## src/rtl/cpu_branch_ctrl_pkg.sv

```systemverilog
// Shared encodings for the EX-side next-PC controller: opcodes, pc_inc codes and FSM states.
package cpu_branch_ctrl_pkg;

    localparam logic [5:0] OP_RTYPE = 6'b000000;
    localparam logic [5:0] OP_J     = 6'b000010;
    localparam logic [5:0] OP_JAL   = 6'b000011;
    localparam logic [5:0] OP_BEQ   = 6'b000100;
    localparam logic [5:0] OP_BNE   = 6'b000101;

    localparam logic [5:0] FN_JR      = 6'b001000;
    localparam logic [5:0] FN_SYSCALL = 6'b001100;

    localparam logic [1:0] PC_INC_HOLD = 2'b00;
    localparam logic [1:0] PC_INC_STEP = 2'b01;
    localparam logic [1:0] PC_INC_LOAD = 2'b10;

    typedef enum logic [1:0] {
        StRun,
        StFlush,
        StHalt
    } state_e;

endpackage

```

## src/rtl/cpu_branch_target.sv

```systemverilog
// Combinational decode of one instruction: branch condition, redirect target, syscall and jal flags.
module cpu_branch_target
    import cpu_branch_ctrl_pkg::*;
(
    input  logic [31:0] ins,
    input  logic [31:0] pc,
    input  logic [31:0] rs_data,
    input  logic [31:0] rt_data,
    output logic        taken,
    output logic [31:0] target,
    output logic        is_syscall,
    output logic        is_jal
);

    logic [5:0]  opcode;
    logic [5:0]  funct;
    logic [31:0] pc4;
    logic [31:0] br_target;
    logic [31:0] jmp_target;

    assign opcode     = ins[31:26];
    assign funct      = ins[5:0];
    assign pc4        = pc + 32'd4;
    assign br_target  = pc4 + {{14{ins[15]}}, ins[15:0], 2'b00};
    assign jmp_target = {pc4[31:28], ins[25:0], 2'b00};

    always_comb begin
        taken      = 1'b0;
        target     = 32'd0;
        is_syscall = 1'b0;
        is_jal     = 1'b0;
        unique case (opcode)
            OP_BEQ: begin
                taken  = (rs_data == rt_data);
                target = br_target;
            end
            OP_BNE: begin
                taken  = (rs_data != rt_data);
                target = br_target;
            end
            OP_J: begin
                taken  = 1'b1;
                target = jmp_target;
            end
            OP_JAL: begin
                taken  = 1'b1;
                target = jmp_target;
                is_jal = 1'b1;
            end
            OP_RTYPE: begin
                if (funct == FN_JR) begin
                    taken  = 1'b1;
                    target = rs_data;
                end
                is_syscall = (funct == FN_SYSCALL);
            end
            default: ;
        endcase
    end

endmodule

```

## src/rtl/cpu_branch_ctrl.sv

```systemverilog
// EX-side next-PC controller: resolves control transfers, squashes wrong-path fetches,
// handles stall and syscall halt, and counts taken redirects.
module cpu_branch_ctrl
    import cpu_branch_ctrl_pkg::*;
#(
    parameter int unsigned FLUSH_SLOTS = 1,
    parameter int unsigned DELAY_SLOT  = 0
) (
    input  logic        clk,
    input  logic        clr,
    input  logic [31:0] current_pc,
    input  logic [31:0] ins,
    input  logic [31:0] rs_data,
    input  logic [31:0] rt_data,
    input  logic        stall,
    output logic [1:0]  pc_inc,
    output logic [31:0] next_pc,
    output logic        kill,
    output logic        link_we,
    output logic [31:0] link_data,
    output logic        halted,
    output logic [31:0] branch_count
);

    localparam int unsigned CntW = (FLUSH_SLOTS < 2) ? 1 : $clog2(FLUSH_SLOTS + 1);
    localparam logic [CntW-1:0] FlushInit = CntW'(FLUSH_SLOTS);
    localparam logic [31:0] LinkOffset = (DELAY_SLOT != 0) ? 32'd8 : 32'd4;

    state_e          state_q, state_d;
    logic [CntW-1:0] flush_q, flush_d;
    logic            halted_q, halted_d;
    logic [31:0]     count_q, count_d;

    logic        dec_taken;
    logic [31:0] dec_target;
    logic        dec_syscall;
    logic        dec_jal;
    logic        first_slot;

    cpu_branch_target u_target (
        .ins        (ins),
        .pc         (current_pc),
        .rs_data    (rs_data),
        .rt_data    (rt_data),
        .taken      (dec_taken),
        .target     (dec_target),
        .is_syscall (dec_syscall),
        .is_jal     (dec_jal)
    );

    assign first_slot   = (flush_q == FlushInit);
    assign link_data    = current_pc + LinkOffset;
    assign halted       = halted_q;
    assign branch_count = count_q;

    always_comb begin
        pc_inc   = PC_INC_STEP;
        next_pc  = 32'd0;
        kill     = 1'b0;
        link_we  = 1'b0;
        state_d  = state_q;
        flush_d  = flush_q;
        halted_d = halted_q;
        count_d  = count_q;

        if (clr) begin
            kill = 1'b1;
        end else begin
            unique case (state_q)
                StHalt: begin
                    pc_inc = PC_INC_HOLD;
                    kill   = 1'b1;
                end
                StFlush: begin
                    // A delay-slot instruction may still link but never redirects.
                    if ((DELAY_SLOT != 0) && first_slot) begin
                        link_we = dec_jal;
                    end else begin
                        kill = 1'b1;
                    end
                    flush_d = flush_q - CntW'(1);
                    if (flush_q == CntW'(1)) begin
                        state_d = StRun;
                    end
                end
                default: begin
                    if (stall) begin
                        pc_inc = PC_INC_HOLD;
                    end else if (dec_syscall) begin
                        pc_inc   = PC_INC_HOLD;
                        halted_d = 1'b1;
                        state_d  = StHalt;
                    end else if (dec_taken) begin
                        pc_inc  = PC_INC_LOAD;
                        next_pc = dec_target;
                        link_we = dec_jal;
                        count_d = count_q + 32'd1;
                        if (FLUSH_SLOTS != 0) begin
                            state_d = StFlush;
                            flush_d = FlushInit;
                        end
                    end
                end
            endcase
        end
    end

    always_ff @(posedge clk) begin
        if (clr) begin
            state_q  <= StRun;
            flush_q  <= '0;
            halted_q <= 1'b0;
            count_q  <= 32'd0;
        end else begin
            state_q  <= state_d;
            flush_q  <= flush_d;
            halted_q <= halted_d;
            count_q  <= count_d;
        end
    end

endmodule

```

## config.mk

```make
export PLATFORM = sky130hd
export DESIGN_NAME = cpu_branch_ctrl
export DESIGN_NICKNAME = d
export VERILOG_FILES = /design/src/rtl/cpu_branch_ctrl_pkg.sv /design/src/rtl/cpu_branch_target.sv /design/src/rtl/cpu_branch_ctrl.sv
export SDC_FILE = /design/constraint.sdc
export NUM_CORES = 1
export LEC_CHECK = 0
export ABC_AREA = 1
export CORE_MARGIN = 2
export CORE_UTILIZATION = 40
export CTS_CLUSTER_DIAMETER = 150
export CTS_CLUSTER_SIZE = 10
export DETAILED_ROUTE_END_ITERATION = 10
export PLACE_DENSITY = 0.71
export SKIP_CTS_REPAIR_TIMING = 1
export SLEW_MARGIN = 20
export SYNTH_ARGS = -nofsm -noshare
export SYNTH_HDL_FRONTEND = slang
export SYNTH_HIERARCHICAL = 1
export SYNTH_SLANG_ARGS = --single-unit
```

## constraint.sdc

```tcl
create_clock -name clk -period 8.8 [get_ports clk]
set_input_delay 1.76 -clock clk [delete_from_list [all_inputs] [get_ports clk]]
set_output_delay 1.76 -clock clk [all_outputs]
set_load 0.03 [all_outputs]
```

; ---- After elaboration in Yosys (flattened, before gate mapping)
; Index checks and enable logic that the tools add are counted.
; Widths: inputs -> output; s select.
[word_totals]
regBits = 36
inputBits = 131
output_inout_bits = 101
elab_cells = 67
[op_classes]
n_addsub = 4
eq_ne = 13
n_mux = 32
bitwise = 4
n_reduce_logical = 10
[ops]
columns = cell, count
row1 = $mux 32, 6
row2 = $pmux 32 s3, 1
row3 = $add 32x1->32 const B, 1
row4 = $add 32x3->32 const B, 1
row5 = $add 32x32->32, 1
row6 = $eq 32x32->1, 1
row7 = $ne 32x32->1, 1
row8 = $mux 2, 8
row9 = $mux 1, 13
row10 = $eq 6x2->1 const B, 2
row11 = $eq 6x3->1 const B, 2
row12 = $eq 6x4->1 const B, 2
row13 = $reduce_and 4->1, 3
row14 = $pmux 2 s2, 2
row15 = $logic_not 6->1, 1
row16 = $reduce_or 2->1, 3
row17 = $ne 2x1->1 const B, 2
row18 = $not 1->1, 4
row19 = $pmux 1 s4, 1
row20 = $reduce_and 3->1, 1
row21 = $reduce_bool 3->1, 1
row22 = $eq 2x1->1 const B, 1
row23 = $eq 2x2->1 const B, 1
row24 = $ne 2x2->1 const B, 1
row25 = 3 further kinds, 3

; ---- Depth between registers and ports, before layout
[logic_depth]
ltp_word = 8
depth_mapped = 24
depth_no_buf = 24

; ---- Hierarchy
; Netlist, hierarchy kept.
[modules_own_cells]
columns = mod, instances, cells_each, area_each_um2, seq_area_each_um2
row1 = cpu_branch_target, 1, 794, 4080.2, 0.0
row2 = cpu_branch_ctrl, 1, 534, 3074.2, 720.7

; ---- Worst setup path before layout
; Ideal clock, no wire load.
[synth_path]
kind = input-to-output
start = input current_pc[2]
end = output next_pc[31]
t_arrival_ns = 4.247
t_required_ns = 7.040
path_slack_ns = 2.793
stages = 19
n_path_buf = 0
path_cell_list = ha_1 > nand3_2 > nor2_1 > nand3_2 > nor3_4 > nand3_1 > xor2_1 > inv_1 > ha_1 > nand2_1 > nor2_1 > and2_1 > and3_1 > a21oi_1 > nand2_1 > nand3_1 > nand2_1 > inv_1 > nor2_1
[synth_via]
elab_chain_cells = 8
[synth_lines]
columns = element, line_no
row1 = start: declaration, cpu_branch_ctrl.sv:11  ; input logic [31:0] current_pc,
row2 = $add 32x3->32 (*), cpu_branch_target.sv:23  ; assign pc4 = pc + 32'd4;
row3 = $add 32x32->32, cpu_branch_target.sv:24  ; assign br_target = pc4 + {{14{ins[15]}}, ins[15:0], 2'b00};
row4 = $pmux 32 s3 (*), cpu_branch_target.sv:32  ; unique case (opcode)
row5 = net dec_target[31], cpu_branch_ctrl.sv:35  ; logic [31:0] dec_target;
row6 = $mux 32 (*), cpu_branch_ctrl.sv:93  ; end else if (dec_taken) begin
row7 = $mux 32 (*), cpu_branch_ctrl.sv:89  ; end else if (dec_syscall) begin
row8 = $mux 32 (*), cpu_branch_ctrl.sv:87  ; if (stall) begin
row9 = $mux 32 (*), cpu_branch_ctrl.sv:69  ; unique case (state_q)
row10 = $mux 32 (*), cpu_branch_ctrl.sv:66  ; if (clr) begin
row11 = end: declaration, cpu_branch_ctrl.sv:17  ; output logic [31:0] next_pc,
; Mark *: on every way through the listed nets, which the timed path passes. The rest lies on a longest branch.

; ---- Worst setup path after layout
[layout_path]
start = input current_pc[3]
end = output next_pc[24]
[layout_via]
elab_chain_cells = 8
[layout_lines]
columns = element, line_no
row1 = $add 32x3->32, cpu_branch_target.sv:23
row2 = $add 32x32->32, cpu_branch_target.sv:24
row3 = $pmux 32 s3, cpu_branch_target.sv:32
row4 = net dec_target[24], cpu_branch_ctrl.sv:35
row5 = $mux 32, cpu_branch_ctrl.sv:93
row6 = $mux 32, cpu_branch_ctrl.sv:89
row7 = $mux 32, cpu_branch_ctrl.sv:87
row8 = $mux 32, cpu_branch_ctrl.sv:69
row9 = $mux 32, cpu_branch_ctrl.sv:66
; The timed path passes the listed nets, and every way through them passes these cells.

==> flow_summary.toml <==
[cells_and_area]
num-fill-cells = 1814
final_area_um2 = 9840
fin_nets = 1724
syn_to_final_growth_pct = 37.5
drive_gt1_frac = 0.0470
num_antenna_cells = 0
fin_util = 0.565

[floorplanning]
initial_utilization = 0.411
dieHeight_um = 138
io_pins = 232
die_x_um = 138
coreArea_um2 = 17400
dieArea_um2 = 19000
fp-row-count = 48

[clock_network]
cts_tree = "yes"
htreeDepth = 2
numCtsBuffers = 5
clk_pin_slew_ns = 0.06
cts-root-buf = "clkbuf_16"
clockBufferDepth = 2
clkLatencyLatePin_ns = 0.28
cts.sinks = 36

[synth]
synth_commonest_cells = "387 x nand2_1, 226 x inv_1, 206 x nor2_1"
synth_top_area_cell = "nand2_1"
synth_seq_cells = 36
syn_area_um2 = 7150
yosysSeqAreaShare = 0.101
ys_types = 47
synth_nets = 1499
synth_area_leaders = "nand2_1 20%, inv_1 12%, nor2_1 11%"
avgSynthCellArea_um2 = 5.39
synth_most_common_cell = "nand2_1"
async_flop_share = 0
synthFlopType = "dfxtp_1"
synth_edf_count = 0
netlist_instances = 1328
synth_top_area_frac = 0.203
ys_warn_count = 6

[timing]
tightest_slew_ns = 0.929
whs_ns = 0.452
period_needed_ns = 7.53
setup_violations = 0
setup_tns_ns = 0
max_freq_mhz = 133
rsz0062_at_grt = "no"
relSlewSlack = 0.379
fin_crit_sh = 0.855
worst_clock_skew_ns = 0.00518
slew_violations = 0
hold_violations = 0

[global_routing]
antenna_found_initial = 0
grt.total_usage = 0.268
grt_overflow_total = 0
grt_pass1_vias = 8276
grt_pass1_wl_um = 40700
grt_max_degree = 34

[setup_path]
path_max_fanout = 7
worstPathRequired_ns = 7.04
reg2reg_depth = 9
cp-start-kind = "input port"
reg2reg_slack_ns = 6.92
endpoint_kind = "primary output"
arrival_ns = 5.77
r2r-start = "state_q[0]"
rr_endpoint = "branch_count[29]"
criticalPathCategory = "in2out"

[power_and_ir_drop]
irDropWorstVdd_v = 0.0000686
powerDensity_nw_per_um2 = 69.4
total_power_mw = 0.683
cellLeakagePower_nw = 4.44

[detailed_routing]
drc = 0
wl_um = 26200
drt-vias-per-instance = 5.05
first_pass_iters = 5
num_vias = 8979
wl_per_cell_um = 14.7
final_antenna_net_count = 0
drt_iter0_drc = 586

[worst_hold_path]
min_path_type = "reg2reg"
hp-start = "halted"
holdPathEnd = "halted"
hold_depth = 2

[flow_run]
drv_cap = 0

[placed_design]
port_buffers = 231
placed_area_um2 = 9690
gp_congestion = 0.964
hpwl_um = 22200

[outcome]
outcome = "complete, no violations"
[cell families after synthesis]
family	share of synthesized area
AO/OA/AOI/OAI	0.103
XOR/XNOR	0.0918
adder cells (fa/ha/maj)	0.0710
buffers and inverters	0.131
flip-flops	0.101
AND/OR/NAND/NOR	0.502
[worst max-delay path by stage]
stage,slack (ns),to,from,cells past startpoint
global route,0.92,next_pc[29],current_pc[3],21
global placement,1.31,next_pc[24],current_pc[3],20
floorplan,2.79,next_pc[31],current_pc[2],19
CTS,1.31,next_pc[24],current_pc[3],20
finish,1.27,next_pc[24],current_pc[3],20
detailed placement,1.32,next_pc[24],current_pc[3],20
[flip-flops by register name, summed over array words and instances (netlist names)]
register	cells
branch_count	32
state_q	2
halted	1
first_slot	1
[worst max-delay path, cell delays in order]
cell,delay (ns)
clkdlybuf4s50_1,0.64
ha_1,0.26
nand3_2,0.13
nor2_1,0.15
nand3_2,0.14
nor3_4,0.21
nand2_1,0.10
xnor2_1,0.13
ha_1,0.39
nand2_1,0.15
nor2_1,0.21
nand2_1,0.11
nor2_1,0.09
nand2_1,0.08
nand4_1,0.09
nand3_1,0.17
nand2_1,0.10
inv_1,0.04
nor2_1,0.09
clkdlybuf4s50_1,0.70
[layer usage]
layer | GRT usage | share of wire
met5 | 0 | 0
met4 | 0.0777 | 0.028
met3 | 0.0489 | 0.090
met2 | 0.438 | 0.44
met1 | 0.360 | 0.44
[per-stage QoR]
step	instances	setup WS, ns
after global placement	1771	1.31
after global routing	1779	0.924
final	1779	1.27
after CTS	1779	1.31
after detailed placement	1771	1.32
after floorplan	1328	2.79
[cells in the final DEF (no fill, tap or decap), types with 4 or more instances in the layout]
master | Yosys | layout
nand3b_1 | 4 | 4
inv_1 | 226 | 226
ha_1 | 39 | 39
nand3_2 | 9 | 9
nand4_1 | 26 | 26
xor2_1 | 37 | 37
clkdlybuf4s50_1 | 0 | 231
dfxtp_1 | 36 | 36
o21ai_0 | 33 | 33
or2_2 | 9 | 9
o21ai_1 | 4 | 4
xnor2_1 | 38 | 38
a21oi_1 | 46 | 46
nor2_1 | 206 | 206
nor2_4 | 5 | 5
nand3_1 | 88 | 88
nor3_1 | 26 | 26
o21bai_1 | 4 | 4
nand2_2 | 11 | 11
nor2_2 | 14 | 14
a22oi_1 | 23 | 23
nand2_1 | 387 | 387
clkbuf_16 | 0 | 5
[final cells by class]
class / count / area, um^2 / share of cell area
multi-input cells: 1047 / 5490 / 0.558
repair buffers: 234 / 2330 / 0.237
clock buffers: 7 / 143 / 0.0145
flip-flops and latches: 36 / 721 / 0.0732
clock inverters: 1 / 7.51 / 0.000763
inverters: 229 / 860 / 0.0873
well taps: 225 / 282 / 0.0286
[report_power, final]
part | switching [mW] | leakage [nW] | total, mW | internal, mW
Sequential | 0.000489 | 0.290 | 0.164 | 0.164
Clock | 0.0668 | 0.0701 | 0.180 | 0.113
Combinational | 0.196 | 4.08 | 0.339 | 0.143
Note: power is estimated with default switching activity, not from simulation.
